File: src/rtl/nn_pkg.sv
// nn_pkg: shared types for the weight fetch path.
//   fetch_state_t : sequencer states (IDLE, FETCH, DRAIN)
//   weight_t      : one weight word, WEIGHT_WIDTH bits wide (16 by default)
//   fetch_entry_t : tagged buffer entry {data, last_input, last_neuron}
//   pending_reads : reads still unconsumed after this cycle's pop
package nn_pkg;

  localparam int WEIGHT_WIDTH = 16;

  typedef enum logic [1:0] {
    IDLE  = 2'd0,
    FETCH = 2'd1,
    DRAIN = 2'd2
  } fetch_state_t;

  typedef logic [WEIGHT_WIDTH-1:0] weight_t;

  typedef struct packed {
    weight_t data;
    logic    last_input;
    logic    last_neuron;
  } fetch_entry_t;

  // Buffered plus in-flight reads, minus the entry handed out this cycle.
  // A pop is only possible with occupancy >= 1, so the result never underflows.
  function automatic logic [2:0] pending_reads(input logic [1:0] occupancy,
                                               input logic       inflight,
                                               input logic       pop);
    return {1'b0, occupancy} + {2'b00, inflight} - {2'b00, pop};
  endfunction

endpackage

File: src/rtl/weight_fetch_fifo.sv
// weight_fetch_fifo: 2-entry synchronous FIFO holding tagged weights.
// Ports:
//   clk, rst          : clock, synchronous active-high reset
//   push, push_data   : write an entry at the tail
//   pop               : drop the head entry
//   head_data         : current head entry (valid when !empty)
//   full, empty       : status flags
//   occupancy         : number of stored entries (0..2)
// Push and pop in the same cycle leave occupancy unchanged. The caller
// never pushes into a full FIFO without popping, nor pops an empty one.
module weight_fetch_fifo
  import nn_pkg::*;
#(
  parameter int WIDTH = 18
) (
  input  logic             clk,
  input  logic             rst,
  input  logic             push,
  input  logic [WIDTH-1:0] push_data,
  input  logic             pop,
  output logic [WIDTH-1:0] head_data,
  output logic             full,
  output logic             empty,
  output logic [1:0]       occupancy
);

  logic [WIDTH-1:0] mem_q [2];
  logic [WIDTH-1:0] mem_d [2];
  logic             wr_ptr_q, wr_ptr_d;
  logic             rd_ptr_q, rd_ptr_d;
  logic [1:0]       count_q, count_d;

  // Next-state for storage, pointers and occupancy.
  always_comb begin
    mem_d    = mem_q;
    wr_ptr_d = wr_ptr_q;
    rd_ptr_d = rd_ptr_q;
    count_d  = count_q;
    if (push) begin
      mem_d[wr_ptr_q] = push_data;
      wr_ptr_d        = ~wr_ptr_q;
    end else begin
      wr_ptr_d = wr_ptr_q;
    end
    if (pop) begin
      rd_ptr_d = ~rd_ptr_q;
    end else begin
      rd_ptr_d = rd_ptr_q;
    end
    case ({push, pop})
      2'b10:   count_d = count_q + 2'd1;
      2'b01:   count_d = count_q - 2'd1;
      default: count_d = count_q;
    endcase
  end

  // Storage and pointer registers.
  always_ff @(posedge clk) begin
    if (rst) begin
      mem_q[0] <= '0;
      mem_q[1] <= '0;
      wr_ptr_q <= 1'b0;
      rd_ptr_q <= 1'b0;
      count_q  <= 2'd0;
    end else begin
      mem_q    <= mem_d;
      wr_ptr_q <= wr_ptr_d;
      rd_ptr_q <= rd_ptr_d;
      count_q  <= count_d;
    end
  end

  assign head_data = mem_q[rd_ptr_q];
  assign full      = (count_q == 2'd2);
  assign empty     = (count_q == 2'd0);
  assign occupancy = count_q;

endmodule

File: src/rtl/weight_fetch.sv
// weight_fetch: read-side sequencer for a layer's weight memory.
// On start it walks NUM_NEURONS*NUM_INPUTS words from BASE_ADDR through a
// one-cycle-latency read port and streams them over valid/ready, tagging
// the last input of each neuron and the last weight of the layer. A 2-entry
// buffer absorbs the read latency so backpressure never loses a weight.
// Ports:
//   clk, rst          : clock, synchronous active-high reset
//   start             : begin a layer fetch (only honoured in IDLE)
//   busy, done        : run in progress / one-cycle end-of-run pulse
//   mem_read_enable   : read strobe, mem_read_addr : read address
//   mem_read_data     : memory data, valid the cycle after the strobe
//   w_valid, w_ready  : weight handshake
//   w_data, w_last_input, w_last_neuron : head weight and its tags
//   stall_cycles      : only with WEIGHT_FETCH_STALL_CNT_EN defined; counts
//                       w_valid && !w_ready cycles during a run, saturating
module weight_fetch
  import nn_pkg::*;
#(
  parameter int NUM_INPUTS  = 5,
  parameter int NUM_NEURONS = 1,
  parameter int ADDR_WIDTH  = 10,
  parameter int DATA_WIDTH  = 16,
  parameter int BASE_ADDR   = 0
) (
  input  logic                  clk,
  input  logic                  rst,
  input  logic                  start,
  output logic                  busy,
  output logic                  done,
  output logic                  mem_read_enable,
  output logic [ADDR_WIDTH-1:0] mem_read_addr,
  input  logic [DATA_WIDTH-1:0] mem_read_data,
  output logic                  w_valid,
  input  logic                  w_ready,
  output logic [DATA_WIDTH-1:0] w_data,
  output logic                  w_last_input,
  output logic                  w_last_neuron
`ifdef WEIGHT_FETCH_STALL_CNT_EN
  ,
  output logic [31:0]           stall_cycles
`endif
);

  localparam int N       = NUM_NEURONS * NUM_INPUTS;
  localparam int IN_W    = (NUM_INPUTS > 1) ? $clog2(NUM_INPUTS) : 1;
  localparam int NEU_W   = (NUM_NEURONS > 1) ? $clog2(NUM_NEURONS) : 1;
  localparam int ENTRY_W = DATA_WIDTH + 2;

  if ((longint'(BASE_ADDR) + longint'(N)) > (longint'(1) << ADDR_WIDTH)) begin : g_range_check
    $error("weight_fetch: BASE_ADDR + NUM_NEURONS*NUM_INPUTS exceeds the address space");
  end

  fetch_state_t           state_q, state_d;
  logic [ADDR_WIDTH-1:0]  addr_q, addr_d;
  logic [IN_W-1:0]        in_cnt_q, in_cnt_d;
  logic [NEU_W-1:0]       neu_cnt_q, neu_cnt_d;
  logic                   inflight_q, inflight_d;
  logic                   tag_li_q, tag_li_d;
  logic                   tag_ln_q, tag_ln_d;
  logic                   busy_q, busy_d;
  logic                   done_q, done_d;

  logic                   read_en;
  logic                   pop;
  logic                   cnt_last_input;
  logic                   cnt_last_neuron;
  logic                   fifo_full;
  logic                   fifo_empty;
  logic [1:0]             fifo_occ;
  logic [ENTRY_W-1:0]     fifo_head;

  assign cnt_last_input  = (in_cnt_q == IN_W'(NUM_INPUTS - 1));
  assign cnt_last_neuron = (neu_cnt_q == NEU_W'(NUM_NEURONS - 1));
  assign w_valid         = ~fifo_empty;
  assign pop             = w_valid & w_ready;
  // Issue only while buffer + in-flight reads stay within the 2 slots.
  assign read_en         = (state_q == FETCH) &&
                           (pending_reads(fifo_occ, inflight_q, pop) < 3'd2);

  // The returning read lands in the buffer together with the tags captured
  // at issue time.
  weight_fetch_fifo #(
    .WIDTH (ENTRY_W)
  ) u_fifo (
    .clk       (clk),
    .rst       (rst),
    .push      (inflight_q),
    .push_data ({mem_read_data, tag_li_q, tag_ln_q}),
    .pop       (pop),
    .head_data (fifo_head),
    .full      (fifo_full),
    .empty     (fifo_empty),
    .occupancy (fifo_occ)
  );

  // Sequencer next-state, address/tag counters and status flags.
  always_comb begin
    state_d    = state_q;
    addr_d     = addr_q;
    in_cnt_d   = in_cnt_q;
    neu_cnt_d  = neu_cnt_q;
    busy_d     = busy_q;
    done_d     = 1'b0;
    inflight_d = read_en;
    tag_li_d   = cnt_last_input;
    tag_ln_d   = cnt_last_input & cnt_last_neuron;
    case (state_q)
      IDLE: begin
        if (start) begin
          state_d   = FETCH;
          addr_d    = ADDR_WIDTH'(BASE_ADDR);
          in_cnt_d  = '0;
          neu_cnt_d = '0;
          busy_d    = 1'b1;
        end else begin
          state_d = IDLE;
        end
      end
      FETCH: begin
        if (read_en) begin
          // The address is held on the final issue so it never wraps.
          if (cnt_last_input && cnt_last_neuron) begin
            state_d = DRAIN;
          end else if (cnt_last_input) begin
            addr_d    = addr_q + ADDR_WIDTH'(1);
            in_cnt_d  = '0;
            neu_cnt_d = neu_cnt_q + NEU_W'(1);
          end else begin
            addr_d   = addr_q + ADDR_WIDTH'(1);
            in_cnt_d = in_cnt_q + IN_W'(1);
          end
        end else begin
          state_d = FETCH;
        end
      end
      DRAIN: begin
        // done is registered: the final handshake schedules it, and the
        // state leaves DRAIN only at the end of the done cycle, so a start
        // in that cycle is still ignored.
        if (done_q) begin
          state_d = IDLE;
        end else if (pop && !fifo_full && !inflight_q) begin
          done_d = 1'b1;
          busy_d = 1'b0;
        end else begin
          state_d = DRAIN;
        end
      end
      default: begin
        state_d = IDLE;
        busy_d  = 1'b0;
      end
    endcase
  end

  // Sequencer registers.
  always_ff @(posedge clk) begin
    if (rst) begin
      state_q    <= IDLE;
      addr_q     <= ADDR_WIDTH'(BASE_ADDR);
      in_cnt_q   <= '0;
      neu_cnt_q  <= '0;
      inflight_q <= 1'b0;
      tag_li_q   <= 1'b0;
      tag_ln_q   <= 1'b0;
      busy_q     <= 1'b0;
      done_q     <= 1'b0;
    end else begin
      state_q    <= state_d;
      addr_q     <= addr_d;
      in_cnt_q   <= in_cnt_d;
      neu_cnt_q  <= neu_cnt_d;
      inflight_q <= inflight_d;
      tag_li_q   <= tag_li_d;
      tag_ln_q   <= tag_ln_d;
      busy_q     <= busy_d;
      done_q     <= done_d;
    end
  end

  assign busy            = busy_q;
  assign done            = done_q;
  assign mem_read_enable = read_en;
  assign mem_read_addr   = addr_q;
  assign w_data          = fifo_head[ENTRY_W-1:2];
  assign w_last_input    = fifo_head[1];
  assign w_last_neuron   = fifo_head[0];

`ifdef WEIGHT_FETCH_STALL_CNT_EN
  logic [31:0] stall_q, stall_d;

  // Stall counter: cleared by an accepted start, saturates at all-ones.
  always_comb begin
    stall_d = stall_q;
    if ((state_q == IDLE) && start) begin
      stall_d = 32'd0;
    end else if (busy_q && w_valid && !w_ready && (stall_q != 32'hFFFF_FFFF)) begin
      stall_d = stall_q + 32'd1;
    end else begin
      stall_d = stall_q;
    end
  end

  // Stall counter register.
  always_ff @(posedge clk) begin
    if (rst) begin
      stall_q <= 32'd0;
    end else begin
      stall_q <= stall_d;
    end
  end

  assign stall_cycles = stall_q;
`endif

endmodule

File: config.mk
export PLATFORM = sky130hd
export DESIGN_NAME = weight_fetch
export DESIGN_NICKNAME = d
export VERILOG_FILES = /design/src/rtl/nn_pkg.sv /design/src/rtl/weight_fetch_fifo.sv /design/src/rtl/weight_fetch.sv
export SDC_FILE = /design/constraint.sdc
export NUM_CORES = 1
export LEC_CHECK = 0
export BUFFER_PORTS_ARGS = -buffer_cell sky130_fd_sc_hd__buf_2
export CAP_MARGIN = 0
export CORE_MARGIN = 1.5
export CORE_UTILIZATION = 40
export DETAILED_ROUTE_END_ITERATION = 10
export PLACE_DENSITY = 0.65
export SYNTH_ARGS = -nofsm -noshare
export SYNTH_HDL_FRONTEND = slang
export SYNTH_SLANG_ARGS = --single-unit
File: constraint.sdc
create_clock -name clk -period 4.6 [get_ports clk]
set_input_delay 0.92 -clock clk [delete_from_list [all_inputs] [get_ports clk]]
set_output_delay 0.92 -clock clk [all_outputs]
set_load 0.02 [all_outputs]
==> metrics.md, run 1 <==
| Metric | Value |
|---|---|
| Worst Skew | 0.00911 ns |
| Synthesis-to-finish area growth | 19.4% |
| Critical path class | primary input to output pin |
| CP required | around 3.7 ns |
| PD cells | 402 nW/um^2 |
| Pin count of the biggest net entering global routing | 54 |
| IO buf count | ~50 |
| Synth top area cells | dfxtp_1 45%, nand2_1 12%, a21oi_1 8.0% |
| Vias in the first global route | 2075 |
| Worst-margin pin slew | approximately 0.97 ns |
| Fraction of synthesized cell area in xor and xnor cells | 1.58% |
| Vias | around 2.3k |
| Top-count cell post-synth | nand2_1 |
| PostCTS Resize Cnt | 0 |
| Iteration-0 DRC Markers | between 80 and 90 |
| Syn Std Cell Area | ~2700 um^2 |
| Arr. time, crit path | between 2 and 3 ns |
| Synth Register Bits | 61 |
| Post-CTS setup buffers | 0 |
| Final Cycle Share | approximately three quarters |
| CP bufs+invs | 2 |
| WL final | 5.70 mm |
| Primary FF master, synth | dfxtp_1 |
| Failing checks | design-rule violations |
| Setup-failing EPs final | 0 |
| Area of the multi-input gates | around 1300 um^2 |
| Yosys warning total | 0 |
| Wirelength per Cell | approximately 13 um |
| Main combinational cell family by area after synthesis | simple AND/OR/NAND/NOR gates |
| I/O pin count | 52 |
| Hpwl dp | between 3 and 4 mm |
| Max IR drop VDD | 0.230 mV |
| CTS HTree Levels | 3 |
| Clock buffer depth | 2 |
| Setup TNS | 0 ns |
| Drt pass-1 iters | 9 |
| Worst hold slack | around 0.45 ns |
| Post-synth top area share | about 45% |
| FILL cells | 600 |
| Share of cells above drive strength 1 | approximately 28% |
| Core Area | around 6400 um^2 |
| Synth area leader | dfxtp_1 |
| Mean area per synthesized cell | around 8.5 um^2 |
| Routability cong. | 0.748 |
| Rows | 29 |
| Post-Synth Simple-Gate Area | 22.3% |
| CP max stage delay | about 0.40 ns |
| Total power | about 1.3 mW |
| Global-route wire length before repair | between 9 and 10 mm |
| Synth Instances | about 320 |
| Synth cell count leaders | 87 x nand2_1, 61 x dfxtp_1, 43 x a21oi_1, 18 x mux2_2, 12 x clkbuf_1 |
| Initial antenna violation count | 0 |
| Max Freq | roughly 280 MHz |
| Outcome | complete, but fails checks |
| Via-to-Cell Ratio | around 5.1 |
| Hold_buf cts | 0 |
| Fin worst setup slack | about 1.1 ns |
| Synth cell types | 50 |
| Crit-path max FO | 5 |
| Critical-path cell list | buf_2 -> and3b_2 -> or2_2 -> nand2_1 -> fa_1 -> and2_1 -> nand2_1 -> nor2_1 -> buf_2 |
| Ant. Diodes | 0 |
| Async S/R FF share, synth | 0% |
| Clock sink total | between 60 and 70 |
| Crit path launch type | primary input |
| GRT overflow | 0 |
| Nets | about 380 |
| Place WS | about 1.1 ns |
| CTS buffer count | 9 |
| Period minus WS final | 3.52 ns |
| Top delay family on crit path | simple AND/OR/NAND/NOR gates |
| Post-synth EDFFs | 0 |
| Remaining DRCs | 4 |
| Max_slew headroom | between 30 and 40% |
| Max Slew Vio Count | 0 |
| Starting Density | 42.0% |
| Compound-Gate Fraction of Synth Area | 16.0% |
| Final ANT Viol Nets | 0 |
| Syn_nets | 340 |
| Root buf cell | clkbuf_8 |
| Total track usage | around 17% |
| Max-cap viol count | 0 |
| Die Y | 85.1 um |
| Post-synthesis sequential area ratio | around 45% |
| Die area | between 7000 and 8000 um^2 |
| Worst setup EP type | output pin |
| Hold Vio Cnt, Final | 0 |
| Register area | roughly 1200 um^2 |
| Worst skew pair latency | between 0.3 and 0.4 ns |
| CTS tree | yes |
| Leak | roughly 1.3 nW |
| Post-synthesis adder-cell area fraction | ~2.1% |
| Clock-pin transition on the worst setup and hold timing paths | 0.07 ns |
| Post-synthesis mux area share | approximately 7.9% |
| Min-Delay Path Class | flip-flop to flip-flop |
| RSZ-0062 raised after global routing | no |
| Slowest cell on crit path | fa_1 |
| Die width | roughly 85 um |
==> layer usage <==
metal | vias up | GRT usage (%) | wire length (um)
met1 | 1044 | 20.8 | 2740
met4 | 0 | 7.60 | 121
met2 | 45 | 26.4 | 2610
met5 | - | 0 | 0
met3 | 10 | 4.57 | 224
li1 | 1155 | - | -
==> metrics by stage <==
stage / area, um^2 / util [%] / cells
global route: 3220 / 50.2 / 441
CTS: 3220 / 50.2 / 441
finish: 3220 / 50.2 / 441
global placement: 2960 / 46.1 / 425
detailed placement: 2960 / 46.1 / 425
floorplan: 2700 / - / 316
==> worst register-to-register path: stages (launching register included) <==
cell      delay [ns]
dfxtp_1         0.39
and3b_2         0.27
or2_2           0.31
nand2_1         0.09
fa_1            0.40
and2_1          0.20
and4_4          0.20
or2_1           0.42
o211ai_2        0.21
==> registers in the layout, indices dropped and copies added, names as in the netlist <==
register          cells
tag_li_q              1
u_fifo.mem_q         36
u_fifo.rd_ptr_q       1
u_fifo.wr_ptr_q       1
in_cnt_q              3
busy                  1
inflight_q            1
neu_cnt_q             1
done                  1
mem_read_addr        10
u_fifo.occupancy      2
tag_ln_q              1
state_q               2
==> logic make-up after synthesis <==
group                      Yosys count
AOI/OAI and AO/OA                   68
xor gates and xnor gates             4
adders and majority gates            4
buffers and inverters               28
DFF                                 61
muxes                               19
and+or+nand+nor                    132
==> placed cells by master, fill, tap and decap left out, types with 4 or more instances in the layout <==
master     count
dfxtp_1       61
nand4_1        4
a21oi_2        6
bufinv_16      4
a21oi_1       43
nor2_1        11
nand2b_1       4
buf_2         51
inv_1          7
nand2_1       87
clkbuf_8       9
mux2_2        18
==> path summary, 6_finish.rpt <==
kind                  startpoint              end  slack (ns)  depth (start not counted)
max                      w_ready  mem_read_enable        1.08                          9
min              u_fifo.mem_q[4]  u_fifo.mem_q[4]        0.45                          2
max reg2reg  u_fifo.occupancy[1]      in_cnt_q[2]        2.04                          8
min reg2reg      u_fifo.mem_q[4]  u_fifo.mem_q[4]        0.45                          2
==> power by group <==
group	total [mW]	switching [mW]	internal [mW]
clock network	0.631	0.217	0.415
registers	0.556	0.0132	0.543
logic	0.108	0.0651	0.0429
total	1.30	0.295	1.00
==> final cells by class <==
type | instances | share of cell area [%]
well taps | 77 | 2.99
multi-input cells | 227 | 41.8
flip-flops and latches | 61 | 37.9
clock buffers | 10 | 3.96
inverters | 7 | 0.815
clock inverters | 6 | 4.19
repair buffers | 53 | 8.39
Note: power is estimated with default switching activity, not from simulation.
==> inputs of run 2 (changes only) <==
--- a/config.mk
+++ b/config.mk
@@ -10,7 +10,7 @@
 export CORE_MARGIN = 1.5
 export CORE_UTILIZATION = 40
 export DETAILED_ROUTE_END_ITERATION = 10
-export PLACE_DENSITY = 0.65
+export PLACE_DENSITY = 0.67
 export SYNTH_ARGS = -nofsm -noshare
 export SYNTH_HDL_FRONTEND = slang
 export SYNTH_SLANG_ARGS = --single-unit
==> constraint.sdc (replaced) <==
create_clock -name clk -period 3 [get_ports clk]
set_input_delay 0.6 -clock clk [delete_from_list [all_inputs] [get_ports clk]]
set_output_delay 0.6 -clock clk [all_outputs]
set_load 0.02 [all_outputs]
==> run 2 against run 1 <==
Effect of this change: worst hold slack got worse by 0.0056 ns; wire length is 1.8% higher; highest routed layer unchanged; the flow still finishes with violations (design-rule violations); count of clock-buffer cells in the layout unchanged; critical path type is now flip-flop to output pin; largest cell class unchanged; clock power is 29% higher; largest power group is now registers.
==> metrics.md, run 2 (synthesis results as in run 1) <==
| Metric | Value |
|---|---|
| Global-route wire length before repair | 9.80 mm (+3.4%) |
| Routability cong. | 0.813 (+8.7%) |
| Post-layout util | 49.9% (-0.29 points) |
| WL final | 5.80 mm (+1.8%) |
| Hpwl dp | 3.74 mm (+4.1%) |
| Remaining DRCs | 5 (+1) |
| Clock buffer depth | 2 (unchanged) |
| Worst setup EP type | output pin |
| Setup-failing EPs final | 0 (unchanged) |
| Synthesis-to-finish area growth | 18.7% |
| Hold_buf cts | 0 (unchanged) |
| CTS tree | yes |
| Leak | 1.27 nW (about the same) |
| Die area | 7250 um^2 (unchanged) |
| Die Y | 85.1 um (unchanged) |
| Critical path class | flip-flop to output pin |
| Initial antenna violation count | 0 (unchanged) |
| Post-DP Area | 2980 um^2 (+0.51%) |
| Worst skew pair latency | 0.33 ns (about the same) |
| Most frequent cells in the layout | 86 x nand2_1, 59 x dfxtp_1, 51 x buf_2 |
| Crit-path max FO | 7 (+2) |
| Crit path launch type | flip-flop |
| Worst hold slack | 0.447 ns (-0.00562 ns) |
| CP required | 2.40 ns (-1.28 ns) |
| CP bufs+invs | 1 (-1) |
| CTS HTree Levels | 3 (unchanged) |
| Top delay family on crit path | simple AND/OR/NAND/NOR gates |
| Final ANT Viol Nets | 0 (unchanged) |
| Min-Delay Path Class | flip-flop to flip-flop |
| Max Slew Vio Count | 0 (unchanged) |
| Worst-margin pin slew | 0.759 ns (-0.207 ns) |
| Iteration-0 DRC Markers | 83 (-3.5%) |
| Max-cap viol count | 0 (unchanged) |
| Drt pass-1 iters | 7 (-2) |
| Post-CTS setup buffers | 0 (unchanged) |
| Max Freq | between 300 and 400 MHz |
| Max IR drop VDD | 0.305 mV (+32%) |
| Root buf cell | clkbuf_8 |
| Pin count of the biggest net entering global routing | 53 (-1.9%) |
| Top reg by flops | u_fifo.mem_q |
| Failing checks | design-rule violations |
| Number of flip-flops in the largest register | 36 (unchanged) |
| Ant. Diodes | 0 (unchanged) |
| Clock sink total | 61 (unchanged) |
| Slowest cell on crit path | fa_1 |
| Total track usage | 17.0% (+0.48 points) |
| PostCTS Resize Cnt | 0 (unchanged) |
| Final Cycle Share | 96.2% |
| Hold Vio Cnt, Final | 0 (unchanged) |
| Wirelength per Cell | 13.1 um (+1.4%) |
| Outcome | complete, but fails checks |
| Rows | 29 (unchanged) |
| Starting Density | 42.0% (unchanged) |
| Die width | 85.1 um (unchanged) |
| Most common cell after layout, fill and taps aside | nand2_1 |
| Critical-path cell list | and3b_2 -> or2_2 -> nand2_1 -> fa_1 -> and2_1 -> nand2_2 -> nor2_1 -> buf_2 |
| Core Area | 6420 um^2 (unchanged) |
| Period minus WS final | between 2 and 3 ns |
| Clock-pin transition on the worst setup and hold timing paths | 0.07 ns (about the same) |
| CP max stage delay | 0.41 ns (about the same) |
| Vias | 2274 (+0.89%) |
| CTS buffer count | 9 (unchanged) |
| Nets | 385 (+0.52%) |
| GRT overflow | 0 (unchanged) |
| Post-route cell area | 3200 um^2 (-0.58%) |
| Max_slew headroom | 49.4% (+14 points) |
| Arr. time, crit path | 2.29 ns (-0.31 ns) |
| PD cells | 573 nW/um^2 (+42%) |
| Via-to-Cell Ratio | 5.13 (+0.43%) |
| IO buf count | 51 (unchanged) |
| Share of cells above drive strength 1 | 29.8% (+1.5 points) |
| Worst Skew | 0.00848 ns (-0.000622 ns) |
| I/O pin count | 52 (unchanged) |
| Vias in the first global route | 2212 (+6.6%) |
## run 2: cell count changes in the layout (fill, tap and decap cells not counted), moves of 2 or more
| cell | delta |
|---|---|
| dfxtp_1 | -2 |
| buf_4 | +2 |
| clkinv_2 | +2 |
| dfxtp_2 | +2 |
| bufinv_16 | -2 |
## run 2: worst paths after layout
kind | from | endpoint | slack (ns) | depth (start not counted)
worst max register to register | u_fifo.occupancy[1] | in_cnt_q[2] | 0.44 | 8
worst min-delay path | tag_ln_q | u_fifo.mem_q[18] | 0.45 | 2
worst max-delay path | u_fifo.occupancy[1] | mem_read_enable | 0.11 | 8
worst min register to register | tag_ln_q | u_fifo.mem_q[18] | 0.45 | 2
## run 2: final cells by class
cell class	count	area, um^2
timing repair buffer	55	285
clock buffer	10	138
fill	629	3220
multi-input combinational	227	1350
sequential	61	1220
inverter	7	26.3
tap	77	96.3
clock inverter	6	86.3
## run 2: stage by stage
step                      setup WS, ns  instances  setup TNS, ns  total power, mW
after detailed placement        0.0898        427              0             1.04
after global routing          -0.00248        443       -0.00248             1.91
after global placement           0.134        427              0             1.04
after floorplan                  0.383        316              0            0.991
after CTS                      0.00680        443              0             1.85
final                            0.113        443              0             1.84
## run 2: routing by layer
metal	vias to the layer above	wire length, um	GRT usage (%)	part of all wire, %
met5	-	0	0	0
li1	1166	-	-	-
met3	2	228	4.57	3.9
met1	1065	2760	20.5	48
met2	41	2770	28.6	48
met4	0	43	7.30	0.74
## run 2: worst min-delay path: cells and delay by family, from the launching register on
family / cells / cell delay (ns)
compound gates: 1 / 0.05
flops: 1 / 0.31
simple gates: 1 / 0.05
## run 2: power by group
part           switching, mW  internal [mW]  total [mW]
Combinational          0.105         0.0671       0.172
Sequential            0.0172          0.833       0.850
Clock                  0.324          0.489       0.813
Total                  0.446           1.39        1.84
